`src/rtl/aes_pkg.sv`:
```
// Shared definitions for the AES decrypt sequencer: round counts, key-length
// encoding, FSM states and the key-length to round-count mapping.
package aes_pkg;

  localparam logic [5:0] NR_128 = 6'd10;
  localparam logic [5:0] NR_192 = 6'd12;
  localparam logic [5:0] NR_256 = 6'd14;

  typedef enum logic [1:0] {
    KEY_128     = 2'd0,
    KEY_192     = 2'd1,
    KEY_256     = 2'd2,
    KEY_256_ALT = 2'd3
  } key_len_e;

  typedef enum logic [1:0] {
    IDLE = 2'd0,
    RUN  = 2'd1,
    DONE = 2'd2
  } state_e;

  // Encoding 3 is not a real key size and falls back to the AES-256 schedule.
  function automatic logic [5:0] nr_of_keylen(input logic [1:0] key_len);
    logic [5:0] nr;
    case (key_len)
      KEY_128: nr = NR_128;
      KEY_192: nr = NR_192;
      default: nr = NR_256;
    endcase
    return nr;
  endfunction

endpackage

```
`src/rtl/aes_decrypt_sequencer.sv`:
```
// Control sequencer for an external one-round-per-clock AES inverse-round datapath:
// latches one block and key, steps the round counter, captures the plaintext.
module aes_decrypt_sequencer
  import aes_pkg::*;
#(
  parameter int unsigned DATA_W   = 128,
  parameter int unsigned KEY_W    = 256,
  parameter logic [5:0]  IDLE_CNT = 6'h3F
) (
  input  logic              clk,
  input  logic              reset,
  input  logic              s_valid,
  output logic              s_ready,
  input  logic [DATA_W-1:0] s_data,
  input  logic [KEY_W-1:0]  s_key,
  input  logic [1:0]        s_key_len,
  output logic              m_valid,
  input  logic              m_ready,
  output logic [DATA_W-1:0] m_data,
  output logic [DATA_W-1:0] core_in,
  output logic [KEY_W-1:0]  core_key,
  output logic [5:0]        core_counter,
  output logic [5:0]        core_max_round,
  input  logic [DATA_W-1:0] core_out,
  output logic              busy
);

  state_e              state_q, state_d;
  logic                m_valid_q, m_valid_d;
  logic [DATA_W-1:0]   m_data_q, m_data_d;
  logic [DATA_W-1:0]   core_in_q, core_in_d;
  logic [KEY_W-1:0]    core_key_q, core_key_d;
  logic [5:0]          counter_q, counter_d;
  logic [5:0]          max_round_q, max_round_d;
  logic [5:0]          last_cnt_s;

  // Final round index; 2*14 = 28 still fits in six bits.
  assign last_cnt_s = max_round_q + max_round_q;

  // Next-state and datapath-control decode.
  always_comb begin
    state_d     = state_q;
    m_valid_d   = m_valid_q;
    m_data_d    = m_data_q;
    core_in_d   = core_in_q;
    core_key_d  = core_key_q;
    counter_d   = counter_q;
    max_round_d = max_round_q;
    case (state_q)
      IDLE: begin
        if (s_valid) begin
          core_in_d   = s_data;
          core_key_d  = s_key;
          max_round_d = nr_of_keylen(s_key_len);
          counter_d   = nr_of_keylen(s_key_len);
          state_d     = RUN;
        end else begin
          state_d = IDLE;
        end
      end
      RUN: begin
        if (counter_q == last_cnt_s) begin
          m_data_d  = core_out;
          m_valid_d = 1'b1;
          counter_d = IDLE_CNT;
          state_d   = DONE;
        end else begin
          counter_d = counter_q + 6'd1;
        end
      end
      DONE: begin
        if (m_ready) begin
          m_valid_d = 1'b0;
          state_d   = IDLE;
        end else begin
          m_valid_d = 1'b1;
        end
      end
      default: begin
        m_valid_d = 1'b0;
        counter_d = IDLE_CNT;
        state_d   = IDLE;
      end
    endcase
  end

  // State and output registers; reset discards any in-flight block.
  always_ff @(posedge clk) begin
    if (reset) begin
      state_q     <= IDLE;
      m_valid_q   <= 1'b0;
      m_data_q    <= '0;
      core_in_q   <= '0;
      core_key_q  <= '0;
      counter_q   <= IDLE_CNT;
      max_round_q <= NR_128;
    end else begin
      state_q     <= state_d;
      m_valid_q   <= m_valid_d;
      m_data_q    <= m_data_d;
      core_in_q   <= core_in_d;
      core_key_q  <= core_key_d;
      counter_q   <= counter_d;
      max_round_q <= max_round_d;
    end
  end

  assign s_ready        = (state_q == IDLE) && !reset;
  assign busy           = (state_q != IDLE);
  assign m_valid        = m_valid_q;
  assign m_data         = m_data_q;
  assign core_in        = core_in_q;
  assign core_key       = core_key_q;
  assign core_counter   = counter_q;
  assign core_max_round = max_round_q;

endmodule
```
`config.mk`:
```
export PLATFORM = sky130hd
export DESIGN_NAME = aes_decrypt_sequencer
export DESIGN_NICKNAME = d
export VERILOG_FILES = /design/src/rtl/aes_pkg.sv /design/src/rtl/aes_decrypt_sequencer.sv
export SDC_FILE = /design/constraint.sdc
export NUM_CORES = 1
export LEC_CHECK = 0
export ABC_AREA = 0
export BUFFER_PORTS_ARGS = -buffer_cell sky130_fd_sc_hd__clkbuf_2
export CELL_PAD_IN_SITES_DETAIL_PLACEMENT = 1
export CELL_PAD_IN_SITES_GLOBAL_PLACEMENT = 1
export CORE_AREA = 2 2 410 412
export CTS_CLUSTER_SIZE = 8
export DETAILED_ROUTE_END_ITERATION = 8
export DIE_AREA = 0 0 412 414
export MAX_ROUTING_LAYER = met4
export PLACE_DENSITY = 0.41
export SLEW_MARGIN = 0
export SYNTH_ARGS = -nofsm -noshare
export SYNTH_HDL_FRONTEND = slang
export SYNTH_SLANG_ARGS = --single-unit
```
`constraint.sdc`:
```
create_clock -name clk -period 4.8 [get_ports clk]
set_input_delay 0.48 -clock clk [delete_from_list [all_inputs] [get_ports clk]]
set_output_delay 0.48 -clock clk [all_outputs]
set_load 0.02 [all_outputs]
```
==> impl_metrics.csv, run 1 <==
group,metric,value,unit
outcome,outcome,"finished clean",
power_and_ir_drop,p_per_area,360,mW/mm^2
sta,fmax,373,MHz
finish,finalNetCount,4285,
floorplanning,die_y,414,um
drt,vias,21200,
hold_path,hp-class,"input port to flop",
synthesis,postSynthAreaPerCell,7.86,um^2
sta,min_period,2.68,ns
sta,max_slew_margin,0.315,
worst_setup_path,cp-end-kind,"flop",
sta,fin_crit_sh,0.559,
sta,setup_ws,2.12,ns
floorplanning,pin_count,1045,
clocking,ctsHoldBuffers,465,
power_and_ir_drop,ir_drop,0.232,mV
worst_setup_path,required,5.39,ns
synthesis,yosysTopAreaCell,"dfxtp_1",
clocking,clkLatencyLatePin,0.69,ns
hold_path,min_from,"s_key[25]",
worst_setup_path,critPathTopFamily,"buffers and inverters",
floorplanning,die-area,0.171,mm^2
floorplanning,num_rows,150,
worst_setup_path,worstSetupStartpointType,"flop",
worst_setup_path,critPathKind,"flop to flop",
placement,place.gp.congestion,0.800,
clocking,cts_root_buffer,"clkbuf_16",
floorplanning,core_area,0.166,mm^2
sta,hold_violations,0,
sta,setup_viol,0,
drt,drc,0,
synthesis,synth_cells,2318,
grt,grt_max_degree,158,
worst_setup_path,path_cells,"inv_1, ha_1, inv_2, nor2_4, buf_12, buf_4, nand2_1, a21oi_1",
drt,wl_per_cell,17.7,um
sta,clock_skew,0.0454,ns
worst_setup_path,cp_max_fo,45,
sta,worst-slew-pin-transition,1.03,ns
synthesis,yosys_warnings,0,
placement,place_ws,2.07,ns
finish,area_growth,79.4,%
synthesis,synth-seq-area-share,0.575,
finish,layout-drive-gt1-share,0.311,
drt,finalWirelength,106000,um
worst_setup_path,crit-reg2reg-launch,"state_q[0]",
floorplanning,start_util,0.110,
clocking,htreeDepth,3,
synthesis,synth_top_cells_by_area,"dfxtp_1, nand2_1, a21oi_1",
synthesis,netlist_area,0.0182,mm^2
drt,via_per_inst,3.53,
floorplanning,fp.dieW,412,um
grt,grt_pass1_vias,22400,
worst_setup_path,arrival,3.27,ns
power_and_ir_drop,power.leakage,0.0141,uW
clocking,tritoncts,"yes",
grt,grt_pass1_wl,152000,um
drt,drtPass1Iterations,5,
drt,drtIter0Drc,821,
clocking,cts_made_buffers,79,
worst_setup_path,crit_buf_inv,4,
grt,antenna_found_initial,11,
worst_setup_path,startpoint,"state_q[0]",
clocking,ctsResizeCount,0,
drt,ant_nets,0,
synthesis,synth_cell_types,41,
placement,place_hpwl,78100,um
worst_setup_path,worst_path_largest_cell_delay,0.50,ns
grt,grt-ovfl-total,0,
clocking,postCtsSetupBuffers,0,
placement,portBuffers,1040,
job,drv_cap,0,
sta,maxSlewViolCount,0,
sta,rsz0062_at_grt,"false",
clocking,path_clk_slew,0.05,ns
synthesis,synth.top_cell.area_share,0.575,
clocking,clk_path_buf_depth,3,
clocking,cts_sinks,523,
worst_setup_path,slowest_stage,"buf_4",
sta,fin_setup_tns,0,ns
grt,grt_usage,0.123,
synthesis,yosys_register_bits,523,
kinds of logic after synthesis:
family,Yosys count,share of synthesized area
AO/OA/AOI/OAI,537,0.150
XOR/XNOR,4,0.00192
multiplexers,3,0.00172
flip-flops,523,0.575
buffers and inverters,187,0.0470
adder cells (fa/ha/maj),5,0.00344
AND/OR/NAND/NOR,1057,0.221
other,2,0.000412
worst register-to-register path, cell delays in order (launching register included):
cell and delay, ns:
dfxtp_1 0.32, inv_1 0.08, ha_1 0.42, inv_2 0.18, nor2_4 0.47, buf_12 0.25, buf_4 0.54, nand2_1 0.15
a21oi_1 0.17
per-stage QoR:
step / std cells / power [uW] / area, um^2 / util / hold WS, ns
finish: 5996 / 11800 / 32700 / 0.197 / 0.0741
global route: 5995 / 12400 / 32700 / 0.197 / 0.0226
CTS: 5990 / 12100 / 32700 / 0.196 / 0.000100
detailed placement: 5420 / 6250 / 25800 / 0.155 / 0.446
global placement: 5420 / 6240 / 25800 / 0.155 / 0.441
floorplan: 2320 / 5480 / 18200 / - / 0.452
power by group:
| part | switching (uW) | total, uW | leakage (uW) | internal [uW] |
|---|---|---|---|---|
| Clock | 2220 | 5310 | 0.00110 | 3090 |
| Combinational | 1050 | 1760 | 0.00873 | 713 |
| Sequential | 126 | 4690 | 0.00428 | 4560 |
| Total | 3400 | 11800 | 0.0141 | 8360 |
synth_stat cells (all sizes together):
cell type  number
a31oi           1
nand3b          1
mux2            1
nand3           3
inv             9
nor2            9
nand2b          1
o21ai           2
a21o            1
o31ai           3
and4            1
nor4            4
buf            74
nand4           1
ha              5
or2             1
nor2b           1
conb            2
and3            1
mux2i           2
a21bo           1
o221ai          1
xnor2           2
and3b           1
o2111ai         2
o211ai          3
xor2            2
nand2        1030
a2111oi         1
nor3            3
o21a            1
a21oi         520
clkbuf        104
dfxtp         523
o22ai           1
layout by cell type, fill, tap and decap left out, types with 2 or more instances in the layout:
cell and count:
dlygate4sd3_1 465, clkinv_2 3, conb_1 4, nor4_1 3, dfxtp_1 523, nand2_1 1029
clkbuf_2 1039, o2111ai_1 2, xnor2_1 2, nand3_1 3, clkbuf_1 10, mux2i_1 2
diode_2 6, inv_1 8, o211ai_1 3, o31ai_1 3, inv_6 3, a21oi_1 520
buf_4 25, xor2_1 2, nor2_1 8, ha_1 5, inv_16 2, clkbuf_8 4
o21ai_0 2, clkinv_16 2, nor3_1 3, clkbuf_16 79, buf_12 9
sequential cells by signal, summed over array words and instances (netlist names):
signal	flops
m_data	128
state_q	2
core_key	256
core_max_round	2
m_valid	1
core_counter	6
core_in	128
area by class of cell:
class                      instances  area [um^2]
tap                             2204         2760
sequential                       523        10500
clock buffer                      93         2070
clock inverter                    12          180
antenna                            6         15.0
multi-input combinational       1610         6920
fill                           20100       134000
timing repair buffer            1539        10200
inverter                           9         33.8
metal layers:
metal | vias to the layer above | part of all wire | track usage
met3 | 124 | 0.068 | 0.0349
met5 | - | 0 | -
li1 | 10300 | - | -
met1 | 10100 | 0.40 | 0.134
met2 | 617 | 0.51 | 0.217
met4 | 0 | 0.022 | 0.0363
path summary, 6_finish.rpt:
path,endpoint,slack [ns],depth (start not counted)
max,core_key[241],2.12,8
min,core_key[25],0.07,3
max reg2reg,core_key[241],2.12,8
min reg2reg,core_key[198],0.45,2
No activity file was read; power rests on OpenSTA's default activity.
==> inputs of run 2 (changes only) <==
--- a/config.mk
+++ b/config.mk
@@ -9,12 +9,12 @@
 export BUFFER_PORTS_ARGS = -buffer_cell sky130_fd_sc_hd__clkbuf_2
 export CELL_PAD_IN_SITES_DETAIL_PLACEMENT = 1
 export CELL_PAD_IN_SITES_GLOBAL_PLACEMENT = 1
-export CORE_AREA = 2 2 410 412
+export CORE_AREA = 2 2 411 413
 export CTS_CLUSTER_SIZE = 8
 export DETAILED_ROUTE_END_ITERATION = 8
-export DIE_AREA = 0 0 412 414
+export DIE_AREA = 0 0 413 415
 export MAX_ROUTING_LAYER = met4
-export PLACE_DENSITY = 0.41
+export PLACE_DENSITY = 0.4
 export SLEW_MARGIN = 0
 export SYNTH_ARGS = -nofsm -noshare
 export SYNTH_HDL_FRONTEND = slang
==> constraint.sdc (replaced) <==
create_clock -name clk -period 2.8 [get_ports clk]
set_input_delay 0.28 -clock clk [delete_from_list [all_inputs] [get_ports clk]]
set_output_delay 0.28 -clock clk [all_outputs]
set_load 0.02 [all_outputs]
==> run 2 against run 1 <==
  * Routed wire length is 1.7% higher
  * First-iteration DRC count grew 2.7%
  * Critical path depth unchanged
  * Final cell count grew 1.1%
  * Sequential power grew 71%
  * Final area is 2.3% higher
  * Setup slack worse by 1.6 ns
  * Flip-flop and latch count did not move
  * Count of clock-buffer cells in the layout is 2 lower
  * Sequential share of layout area fell by 0.72 points
  * Hold slack better by 0.014 ns
==> impl_metrics.csv, run 2 (synthesis gave the netlist of run 1 again) <==
group,metric,value,unit
sta,fin_crit_sh,0.805,
sta,worst-slew-pin-transition,0.699,ns
sta,min_period,2.26,ns
power_and_ir_drop,p_sw_frac,0.291,
grt,use_met3,0.0409,
hold_path,hp-class,"input port to flop",
placement,portBuffers,1040,
worst_setup_path,required,3.40,ns
grt,grt_max_degree,99,
clocking,clk_path_buf_depth,3,
outcome,outcome,"finished clean",
floorplanning,num_rows,150,
drt,drtIter0Drc,843,
sta,fin_setup_tns,0,ns
sta,setup_viol,0,
finish,layout_commonest_cell,"clkbuf_2",
power_and_ir_drop,p_per_area,604,mW/mm^2
sta,clock_skew,0.0354,ns
clocking,path_clk_slew,0.05,ns
sta,maxSlewViolCount,0,
power_and_ir_drop,p_switching,5880,uW
worst_setup_path,critPathKind,"flop to flop",
power_and_ir_drop,power.leakage,0.0144,uW
floorplanning,die_y,415,um
grt,grtUsageMet2,0.216,
floorplanning,fp.dieW,413,um
grt,grt_pass1_vias,23000,
grt,grt_usage,0.125,
floorplanning,core_area,0.167,mm^2
power_and_ir_drop,combPwrFrac,0.155,
power_and_ir_drop,ir_drop,0.397,mV
worst_setup_path,reg2reg_slack,0.54,ns
placement,place_hpwl,80300,um
finish,layout-drive-gt1-share,0.309,
worst_setup_path,worstSetupStartpointType,"flop",
sta,rsz0062_at_grt,"false",
drt,finalWirelength,108000,um
grt,antenna_found_initial,8,
drt,drtPass1Iterations,5,
power_and_ir_drop,total_power,20200,uW
clocking,clkLatencyLatePin,0.68,ns
power_and_ir_drop,clkPwrFrac,0.447,
power_and_ir_drop,pwr-share-seq,0.398,
floorplanning,pin_count,1045,
drt,ant_nets,0,
clocking,tritoncts,"yes",
finish,final_cell_mix,"clkbuf_2, nand2_1, dfxtp_1",
power_and_ir_drop,p_int,14300,uW
job,drv_cap,0,
drt,drc,0,
drt,wl_per_cell,17.8,um
grt,grt-ovfl-total,0,
grt,grt_use_met1,0.130,
drt,vias,21400,
clocking,cts_root_buffer,"clkbuf_16",
floorplanning,die-area,0.171,mm^2
drt,via_per_inst,3.53,
clocking,cts_made_buffers,78,
finish,finalNetCount,4352,
sta,fmax,443,MHz
worst_setup_path,cp_max_fo,84,
placement,place_inst,5437,
clocking,ctsResizeCount,0,
floorplanning,start_util,0.109,
grt,busiest_layer,"met2",
grt,grt_pass1_wl,154000,um
sta,hold_violations,0,
worst_setup_path,arrival,2.85,ns
worst_setup_path,cp-end-kind,"flop",
clocking,htreeDepth,3,
clocking,postCtsSetupBuffers,0,
sta,max_slew_margin,0.530,
finish,area_growth,83.6,%
clocking,cts_sinks,523,
finish,final_cells,6061,
placement,place.gp.congestion,0.818,
finish,largest_reg_flops,256,
==> run 2: cell types whose count changed in the layout (fill, tap and decap cells not counted), sizes merged <==
| cell | before | now |
|---|---|---|
| dlygate4sd3 | 465 | 516 |
| buf | 35 | 52 |
| inv | 14 | 11 |
| clkbuf | 1132 | 1130 |
| clkinv | 6 | 7 |
| diode | 6 | 7 |
==> run 2: layout make-up <==
type | count | area [um^2]
tap | 2204 | 2760
inverter | 9 | 33.8
timing repair buffer | 1607 | 11000
sequential | 523 | 10500
clock buffer | 91 | 2030
antenna | 7 | 17.5
fill | 20100 | 133000
multi-input combinational | 1610 | 6920
clock inverter | 10 | 191
==> run 2: critical path, stage by stage, from the launching register on <==
cell and delay [ns]:
dfxtp_1 0.32, inv_1 0.08, ha_1 0.41, inv_1 0.20
nor4_4 0.30, buf_4 0.21, buf_12 0.36, nand2_1 0.11
a21oi_1 0.17
==> run 2: timing repair <==
action,CTS,global route
hold endpoints to repair,518,0
setup endpoints to repair,0,0
hold buffers,516,0
==> run 2: path summary, 6_finish.rpt <==
check,startpoint,to,cells past startpoint
setup / recovery,state_q[1],m_data[67],8
hold / removal,reset,core_key[181],2
setup reg to reg,state_q[1],m_data[67],8
hold reg to reg,m_data[89],m_data[89],2
==> run 2: routing by layer <==
metal / vias up / part of all wire
met4: 0 / 0.032
met1: 10100 / 0.39
li1: 10500 / -
met3: 153 / 0.077
met2: 659 / 0.50
met5: - / 0
==> run 2: power groups by stage <==
| stage | logic (uW) | clock network (uW) | registers, uW |
|---|---|---|---|
| floorplan | 806 | 0 | 8590 |
| global placement | 2570 | 0 | 8180 |
| detailed placement | 2570 | 0 | 8200 |
| CTS | 3230 | 9540 | 8040 |
| global route | 3430 | 9810 | 8080 |
| finish | 3140 | 9030 | 8040 |
==> run 2: through the flow <==
stage	hold WS (ns)	setup WS [ns]	instance area (um^2)	util
after floorplan	0.416	1.02	18200	-
after global placement	0.441	0.623	26000	0.156
after detailed placement	0.446	0.549	26000	0.156
after CTS	0.0272	0.461	33400	0.200
after global routing	0.0988	0.337	33400	0.201
final	0.0879	0.545	33400	0.201
